[src/rtl/mac_pkg.sv]
// Shared RMII MAC timing constants and feeder FSM encoding.
// Latency: n/a (constants and types only).
// Backpressure: n/a.
package mac_pkg;

    // MAC frame layout in dibits; one dibit leaves the MAC per 50 MHz clk.
    localparam int MAC_PREAMBLE_HDR_DIBITS = 88;  // 7B preamble + SFD + 14B header
    localparam int MAC_PAYLOAD_DIBITS      = 8;   // one 16-bit word
    localparam int MAC_PAD_DIBITS          = 176; // pad up to the 46B minimum payload
    localparam int MAC_FCS_DIBITS          = 16;  // 32-bit CRC
    localparam int MAC_IPG_DIBITS          = 48;  // 96-bit inter-packet gap
    localparam int MAC_PIPE_CYCLES         = 9;   // start edge detect + CRC flush

    // Full busy time of the MAC for one frame, gap included.
    localparam int MAC_FRAME_CYCLES = MAC_PREAMBLE_HDR_DIBITS + MAC_PAYLOAD_DIBITS +
                                      MAC_PAD_DIBITS + MAC_FCS_DIBITS +
                                      MAC_IPG_DIBITS + MAC_PIPE_CYCLES;

    typedef enum logic [1:0] {
        ST_IDLE  = 2'd0,
        ST_START = 2'd1,
        ST_HOLD  = 2'd2
    } feeder_state_t;

endpackage

[src/rtl/sync_fifo.sv]
// Generic single-clock FIFO with occupancy count and full/empty flags.
// Latency: a pushed word is visible at the head one cycle after the push.
// Backpressure: pushes while full and pops while empty are ignored.
module sync_fifo #(
    parameter int WIDTH = 16,
    parameter int DEPTH = 8
) (
    input  logic                   clk,
    input  logic                   rst,
    input  logic                   push,
    input  logic [WIDTH-1:0]       wr_data,
    input  logic                   pop,
    output logic [WIDTH-1:0]       rd_data,
    output logic                   full,
    output logic                   empty,
    output logic [$clog2(DEPTH):0] count
);
    localparam int AW = $clog2(DEPTH);

    logic [WIDTH-1:0] mem [DEPTH];
    logic [AW-1:0]    wr_ptr;
    logic [AW-1:0]    rd_ptr;
    logic             do_push;
    logic             do_pop;

    // Flags come straight from the registered count, never from this cycle's pop.
    assign full    = (count == (AW + 1)'(DEPTH));
    assign empty   = (count == '0);
    assign do_push = push && !full;
    assign do_pop  = pop && !empty;
    assign rd_data = mem[rd_ptr];

    // Storage array; contents need no reset because count gates visibility.
    always_ff @(posedge clk) begin
        if (do_push) begin
            mem[wr_ptr] <= wr_data;
        end
    end

    // Pointers and occupancy; reset flushes all buffered words.
    always_ff @(posedge clk) begin
        if (rst) begin
            wr_ptr <= '0;
            rd_ptr <= '0;
            count  <= '0;
        end else begin
            if (do_push) begin
                wr_ptr <= wr_ptr + 1'b1;
            end
            if (do_pop) begin
                rd_ptr <= rd_ptr + 1'b1;
            end
            case ({do_push, do_pop})
                2'b10:   count <= count + 1'b1;
                2'b01:   count <= count - 1'b1;
                default: count <= count;
            endcase
        end
    end

endmodule

[src/rtl/mac_tx_feeder.sv]
// Buffers payload words and launches one RMII MAC frame per word.
// Latency: word accepted at T into an idle, empty feeder -> tx_start at T+2.
// Backpressure: in_ready drops when the FIFO is full; starts are spaced FRAME_CYCLES+2 apart.
module mac_tx_feeder
    import mac_pkg::*;
#(
    parameter int DEPTH        = 8,
    parameter int FRAME_CYCLES = MAC_FRAME_CYCLES + 15,
    parameter int CNT_W        = 16
) (
    input  logic                   clk,
    input  logic                   rst,
    input  logic [15:0]            in_data,
    input  logic                   in_valid,
    output logic                   in_ready,
    input  logic                   enable,
    output logic [15:0]            tx_data,
    output logic                   tx_start,
    output logic                   busy,
    output logic [$clog2(DEPTH):0] fifo_count,
    output logic [CNT_W-1:0]       frames_sent
);
    localparam int HCW = $clog2(FRAME_CYCLES + 1);

    feeder_state_t  state;
    logic [HCW-1:0] hold_cnt;
    logic [15:0]    fifo_head;
    logic           fifo_full;
    logic           fifo_empty;
    logic           fifo_push;
    logic           fifo_pop;

    // Ready reflects registered fullness only; held low through reset.
    assign in_ready  = !rst && !fifo_full;
    assign fifo_push = in_valid && in_ready;
    assign fifo_pop  = (state == ST_IDLE) && enable && !fifo_empty;

    sync_fifo #(
        .WIDTH (16),
        .DEPTH (DEPTH)
    ) u_fifo (
        .clk     (clk),
        .rst     (rst),
        .push    (fifo_push),
        .wr_data (in_data),
        .pop     (fifo_pop),
        .rd_data (fifo_head),
        .full    (fifo_full),
        .empty   (fifo_empty),
        .count   (fifo_count)
    );

    // Launch FSM: reset lands in HOLD so a frame already on the wire can finish.
    always_ff @(posedge clk) begin
        if (rst) begin
            state       <= ST_HOLD;
            hold_cnt    <= '0;
            busy        <= 1'b1;
            tx_start    <= 1'b0;
            tx_data     <= '0;
            frames_sent <= '0;
        end else begin
            tx_start <= 1'b0;
            case (state)
                ST_IDLE: begin
                    if (enable && !fifo_empty) begin
                        tx_data     <= fifo_head;
                        tx_start    <= 1'b1;
                        frames_sent <= frames_sent + 1'b1;
                        busy        <= 1'b1;
                        state       <= ST_START;
                    end
                end
                ST_START: begin
                    hold_cnt <= '0;
                    state    <= ST_HOLD;
                end
                ST_HOLD: begin
                    if (hold_cnt == HCW'(FRAME_CYCLES - 1)) begin
                        busy  <= 1'b0;
                        state <= ST_IDLE;
                    end else begin
                        hold_cnt <= hold_cnt + 1'b1;
                    end
                end
                default: begin
                    hold_cnt <= '0;
                    busy     <= 1'b1;
                    state    <= ST_HOLD;
                end
            endcase
        end
    end

endmodule

[config.mk]
export PLATFORM = sky130hd
export DESIGN_NAME = mac_tx_feeder
export DESIGN_NICKNAME = d
export VERILOG_FILES = /design/src/rtl/mac_pkg.sv /design/src/rtl/sync_fifo.sv /design/src/rtl/mac_tx_feeder.sv
export SDC_FILE = /design/constraint.sdc
export NUM_CORES = 1
export LEC_CHECK = 0
export BUFFER_PORTS_ARGS = -buffer_cell sky130_fd_sc_hd__buf_2
export CAP_MARGIN = 20
export CORE_ASPECT_RATIO = 0.75
export CORE_UTILIZATION = 40
export DETAILED_ROUTE_END_ITERATION = 10
export GPL_TIMING_DRIVEN = 0
export PLACE_DENSITY_LB_ADDON = 0.08
export SLEW_MARGIN = 40
export SYNTH_ARGS = -nofsm -noshare
export SYNTH_HDL_FRONTEND = slang
export SYNTH_SLANG_ARGS = --single-unit
[constraint.sdc]
create_clock -name clk -period 5.7 [get_ports clk]
set_input_delay 0.57 -clock clk [delete_from_list [all_inputs] [get_ports clk]]
set_output_delay 0.57 -clock clk [all_outputs]
set_load 0.03 [all_outputs]
==> out/qor.txt, run 1 <==
ys async rst share -> 0%
sequential-to-total area share from yosys stat -> 69.75%
YS warnings -> 0
worst-skew pair later-pin latency -> 0.43 ns
Net Count, Synth -> 486
top cell type's share of synthesized area -> 54.22%
Routed Antenna Nets -> 0
largest net degree at the start of global routing -> 17
crit path from -> u_fifo.count[1]
Avg WL per Cell -> 18.37 microns
Max transition margin -> 47.66%
post-synthesis xor/xnor area fraction -> 2.347%
critical path, cell by cell -> buf_4, nor4_2, nor3_1, clkbuf_1, ha_1, xor2_1, ha_1, a21oi_1, xor2_1, or3_2, a21oi_1
Post-Synth Adder-Cell Area -> 1.235%
Synth area leaders -> edfxtp_1, dfxtp_1, mux4_2, nor2_1, nor3_1
DRT Pass-1 Iters -> 5
Top FF cell, synth -> edfxtp_1
Hold Crit Class -> input pin to register
Final #Nets -> 574
worst r2r src -> u_fifo.count[1]
worst hold path startpoint -> in_data[8]
DRC viols -> 0
fin crit share -> 57.94%
Num CTS Buffers -> 17
HPWL after DPL -> 9.925 mm
H-tree Lvls -> 4
count leader, synth -> edfxtp_1
main combinational cell family by area after synthesis -> multiplexers
R2R depth -> 11
Synth top cells by count -> edfxtp_1, dfxtp_1, nor2_1, mux4_2, nor3_1
post-synthesis cell area -> 7089 sq um
cell count after synthesis -> 459
synth unique cells -> 43
clock power share -> 42.8%
Max clock buf depth -> 2
FP Rows -> 41
clock skew -> 0.009020 ns
largest area contributor in the netlist -> edfxtp_1
Die X-Extent -> 155.7 microns
Worst IR Drop VDD -> 191.6 uV
WL final -> 14.62 mm
buffers inserted by post-CTS timing repair -> 0
Port-buffer cells -> 58
WHS -> 0.4086 ns
GRT overflow -> 0
Placer Congestion -> 0.7577
number of cells upsized or downsized after cts -> 0
crit path buf inv count -> 2
root buffer cell -> clkbuf_16
crit start category -> register
critical path depth -> 11
fin. max-slew vios -> 0
CTS tree -> done
number of global-route vias before repair -> 3,954
CP top delay family -> simple AND/OR/NAND/NOR gates
Top Ports -> 59
Num Clock Sinks -> 183
crit path max fanout -> 11
outcome -> completed
post-synthesis mux area share -> 10.73%
Gate power share -> 2.7%
Max Cap Viol -> 0
Total Power -> 2.646 mW
vias -> 4,056
Worst-path clk slew -> 0.07 ns
Post-Syn Area per Cell -> 15.45 sq um
Area Overhead vs Synth -> 18.64%
drt via density -> 5.095
Setup violations, final -> 0
Final Hold Viols -> 0
Least-Margin Pin Slew -> 0.7742 ns
Core Area -> 17,080 sq um
Sw Share -> 20.57%
EDFF count, synth -> 128
CTS Hold Bufs -> 0
Total Routing Usage GR -> 17.34%
FMAX -> 302.8 MHz
register bit total from synthesis -> 183
setup TNS -> 0 ns
hold path cells -> 1
CP arrival -> 3.66 ns
CP max stage delay -> 0.60 ns
crit end category -> register
RSZ-0062 raised after global routing -> false
fraction of layout cells with a size suffix above 1 -> 27.32%
critical path class -> register to register
min cycle time layout -> 3.303 ns
Starting Density -> 41.50%
cell-internal power -> 2.102 mW
slowest CP cell -> nor4_2
CP required -> 6.05 ns
Starting DRT DRC Count -> 212
switching pwr -> 0.5442 mW
# fillers -> 1,489
Sequential Power Share -> 54.5%
die area -> 18,270 sq um
antenna cells -> 0
first-pass GRT wire length -> 22.40 mm
simple-gate share of the synthesized area -> 10.55%
initial antenna violation count -> 0
Compound-Gate Fraction of Synth Area -> 3.689%
pwr dens -> 314.6 nW/um^2
die height -> 117.3 microns
Pleak -> 2.821 nW
power groups by stage:
stage	Combinational, mW	Sequential, mW	Clock [mW]
CTS	0.0730	1.44	1.16
global placement	0.0654	1.47	0
floorplan	0.0342	1.47	0
global route	0.0799	1.44	1.21
detailed placement	0.0729	1.47	0
finish	0.0719	1.44	1.13
sequential cells by signal (all words and copies together) (netlist names):
signal	flops
u_fifo.mem	128
frames_sent	16
tx_data	16
hold_cnt	9
u_fifo.count	4
u_fifo.rd_ptr	3
u_fifo.wr_ptr	3
state	2
busy	1
tx_start	1
kinds of logic after synthesis:
logic type	Yosys count
DFF	183
and+or+nand+nor	139
AOI/OAI and AO/OA	46
muxes	36
buffers and inverters	29
xor gates and xnor gates	19
adders and majority gates	7
final cells by class:
class                           count  area, sq um  share of cell area, %
Multi-Input combinational cell    247         2079                  24.72
Buffer                             23        97.59                  1.160
Inverter                            6        22.52                 0.2678
Sequential cell                   183         4945                  58.79
Tap cell                          236        295.3                  3.511
Clock buffer                       19        432.9                  5.147
Timing Repair Buffer               69        407.9                  4.850
Clock inverter                     13        130.1                  1.547
final timing paths:
path / endpoint / slack [ns]
min reg2reg: tx_data[12] / 0.49
min: u_fifo.mem[5][8] / 0.41
max: u_fifo.count[2] / 2.40
max reg2reg: u_fifo.count[2] / 2.40
layout by cell type (no fill, tap or decap), drive strengths merged, types with 10 or more instances in the layout:
master and count:
o22ai 16, buf 77, dfxtp 55, o21ai 14, nand2 10, xor2 10, a21oi 12, mux4 32
clkbuf 34, edfxtp 128, nor2 48, nor3 23
worst register-to-register path, delay by kind of cell, from the launching register on:
kind	cells	cell delay (ns)
simple gates	3	1.23
compound gates	2	0.28
fa+ha+maj	2	0.60
xor+xnor	2	0.26
buf+inv	2	0.56
flops	1	0.31
routing by layer:
metal | track usage (%) | share of wire [%] | up-vias
met2 | 27.62 | 48 | 73
met4 | 5.033 | 0.55 | 0
met3 | 4.529 | 4.5 | 7
met1 | 23.64 | 47 | 2018
met5 | 0 | 0 | -
li1 | - | - | 1958
stage by stage:
stage	instance area (sq um)	utilization, %	setup slack [ns]	std cells
5_1_grt	8411	49.23	2.202	796
3_3_place_gp	7675	44.93	1.502	753
4_1_cts	8411	49.23	2.384	796
6_report	8411	49.23	2.397	796
2_1_floorplan	7089	-	2.755	459
3_5_place_dp	7848	45.94	2.351	764
Note: power is estimated with default switching activity, not from simulation.
==> inputs of run 2 (changes only) <==
clock period = 3.2 ns   (was 5.7 ns; I/O delays follow)
==> run 2 against run 1 <==
Effect of this change: clock-buffer cell count is the same; global-route usage is essentially flat; die area unchanged; highest routed layer unchanged; cell count is the same; sequential share of layout area decreased by 0.11 points; register-to-register slack worse by 2.2 ns; critical path depth decreased by 1; critical endpoint unchanged; utilization grew 0.095 points; critical path type unchanged.
==> out/qor.txt, run 2 (synthesis gave the netlist of run 1 again) <==
Area Overhead vs Synth -> 18.87%
fraction of layout cells with a size suffix above 1 -> 27.68% (+0.36 points)
WL final -> 14.75 mm (+0.85%)
Core Util, Final -> 49.33% (+0.095 points)
Hold Crit Class -> input pin to register
Reg with most FFs -> u_fifo.mem
CP max stage delay -> 0.52 ns (-0.08 ns)
RSZ-0062 raised after global routing -> false
first-pass GRT wire length -> 22.42 mm (about the same)
fin crit share -> 93.41% (+35 points)
critical path class -> register to register
GRT overflow -> 0 (unchanged)
Num CTS Buffers -> 17 (unchanged)
Non-Filler Instances -> 796 (unchanged)
Final #Nets -> 574 (unchanged)
Max transition margin -> 47.76% (+0.10 points)
Starting Density -> 41.50% (unchanged)
WHS -> 0.1553 ns (-0.2533 ns)
min cycle time layout -> 2.989 ns (-0.3137 ns)
hold path cells -> 1 (unchanged)
largest net degree at the start of global routing -> 17 (unchanged)
FP Rows -> 41 (unchanged)
fin. max-slew vios -> 0 (unchanged)
Avg WL per Cell -> 18.52 microns (+0.85%)
commonest cells after routing, fill and taps aside -> edfxtp_1, buf_2, dfxtp_1
Core Area -> 17,080 sq um (unchanged)
Placer Congestion -> 0.7577 (unchanged)
Pleak -> 2.831 nW (+0.36%)
FMAX -> 334.5 MHz (+10%)
placed cells -> 764 (unchanged)
die height -> 117.3 microns (unchanged)
R2R depth -> 10 (-1)
worst-skew pair later-pin latency -> 0.43 ns (about the same)
most common cell after layout, fill and taps aside -> edfxtp_1
CP required -> 3.56 ns (-2.49 ns)
Setup violations, final -> 0 (unchanged)
Starting DRT DRC Count -> 211 (-0.47%)
crit end category -> register
Worst-path clk slew -> 0.07 ns (about the same)
largest registers -> u_fifo.mem: 128 flops, frames_sent: 16 flops, tx_data: 16 flops
DRC viols -> 0 (unchanged)
Worst IR Drop VDD -> 346.1 uV (+81%)
initial antenna violation count -> 0 (unchanged)
antenna cells -> 0 (unchanged)
FF-to-FF setup slack -> 0.21 ns (-2.19 ns)
CP arrival -> 3.35 ns (-0.31 ns)
pwr dens -> 560.1 nW/um^2 (+78%)
worst r2r dst -> u_fifo.count[2]
number of global-route vias before repair -> 3,956 (+0.051%)
root buffer cell -> clkbuf_16
outcome -> completed
vias -> 4,102 (+1.1%)
HPWL after DPL -> 9.925 mm (unchanged)
worst hold path startpoint -> in_data[8]
crit path max fanout -> 11 (unchanged)
Total Routing Usage GR -> 17.34% (about the same)
Max Cap Viol -> 0 (unchanged)
Die X-Extent -> 155.7 microns (unchanged)
slowest CP cell -> dfxtp_1
WHS Endpoint -> u_fifo.mem[5][8]
DRT Pass-1 Iters -> 4 (-1)
Port-buffer cells -> 58 (unchanged)
CTS Hold Bufs -> 0 (unchanged)
drt via density -> 5.153 (+1.1%)
worst r2r src -> u_fifo.count[0]
Routed Antenna Nets -> 0 (unchanged)
critical path, cell by cell -> nor4_4, nor3_1, clkbuf_2, ha_1, xor2_1, ha_1, a21oi_1, xor2_1, or3_2, a21oi_1
clock skew -> 0.008226 ns (-0.0007941 ns)
Final Hold Viols -> 0 (unchanged)
crit start category -> register
H-tree Lvls -> 4 (unchanged)
die area -> 18,270 sq um (unchanged)
Num Clock Sinks -> 183 (unchanged)
Least-Margin Pin Slew -> 0.7836 ns (+0.009377 ns)
CTS tree -> done
Top Ports -> 59 (unchanged)
number of flip-flops under the largest register name -> 128 (unchanged)
Max clock buf depth -> 2 (unchanged)
-- run 2: where the power goes --
| part | switching [mW] | internal, mW |
|---|---|---|
| combinational | 0.0858 | 0.0434 |
| clock | 0.876 | 1.15 |
| sequential | 0.0137 | 2.56 |
-- run 2: metal layers --
layer,wire (microns),vias up,track usage (%)
met5,0,-,0
met4,156,0,5.033
met3,716,9,4.529
met2,6982,86,27.62
met1,6890,2045,23.66
li1,-,1962,-
-- run 2: how the worst max path moves through the flow --
stage | start | end | slack, ns | cells after the start
after CTS | u_fifo.count[1] | u_fifo.count[2] | 0.16 | 11
after detailed placement | u_fifo.count[1] | u_fifo.count[2] | -0.08 | 11
after floorplan | u_fifo.count[1] | u_fifo.mem[0][0] | 0.26 | 5
final | u_fifo.count[0] | u_fifo.count[2] | 0.21 | 10
after global placement | u_fifo.count[0] | u_fifo.mem[0][12] | -0.90 | 4
after global routing | u_fifo.count[0] | u_fifo.count[2] | 0.02 | 10
-- run 2: timing repair --
| item | in CTS | in global routing |
|---|---|---|
| cloned | 0 | 0 |
| gates resized for setup | 2 | 1 |
| endpoints found under the setup margin | 2 | 1 |
| buffers inserted | 0 | 0 |
-- run 2: area by class of cell --
type,count,area [sq um]
Clock inverter,13,130.1
Multi-Input combinational cell,247,2095
Tap cell,236,295.3
Inverter,6,22.52
Buffer,23,98.84
Fill cell,1487,8656
Timing Repair Buffer,69,407.9
Clock buffer,19,432.9
Sequential cell,183,4945
-- run 2: critical path, delay by kind of cell, from the launching register on --
kind | cells | cell delay, ns
flops | 1 | 0.52
fa+ha+maj | 2 | 0.49
xor+xnor | 2 | 0.33
simple gates | 3 | 0.97
buf+inv | 1 | 0.42
compound gates | 2 | 0.19
-- run 2: per-stage QoR --
| stage | power (mW) | TNS (ns) | instance area [sq um] | setup slack, ns |
|---|---|---|---|---|
| after global routing | 4.877 | 0 | 8427 | 0.01555 |
| after global placement | 2.736 | -27.80 | 7675 | -0.9032 |
| after CTS | 4.771 | 0 | 8421 | 0.1634 |
| final | 4.720 | 0 | 8427 | 0.2109 |
| after floorplan | 2.682 | 0 | 7089 | 0.2552 |
| after detailed placement | 2.750 | -0.08498 | 7848 | -0.08498 |
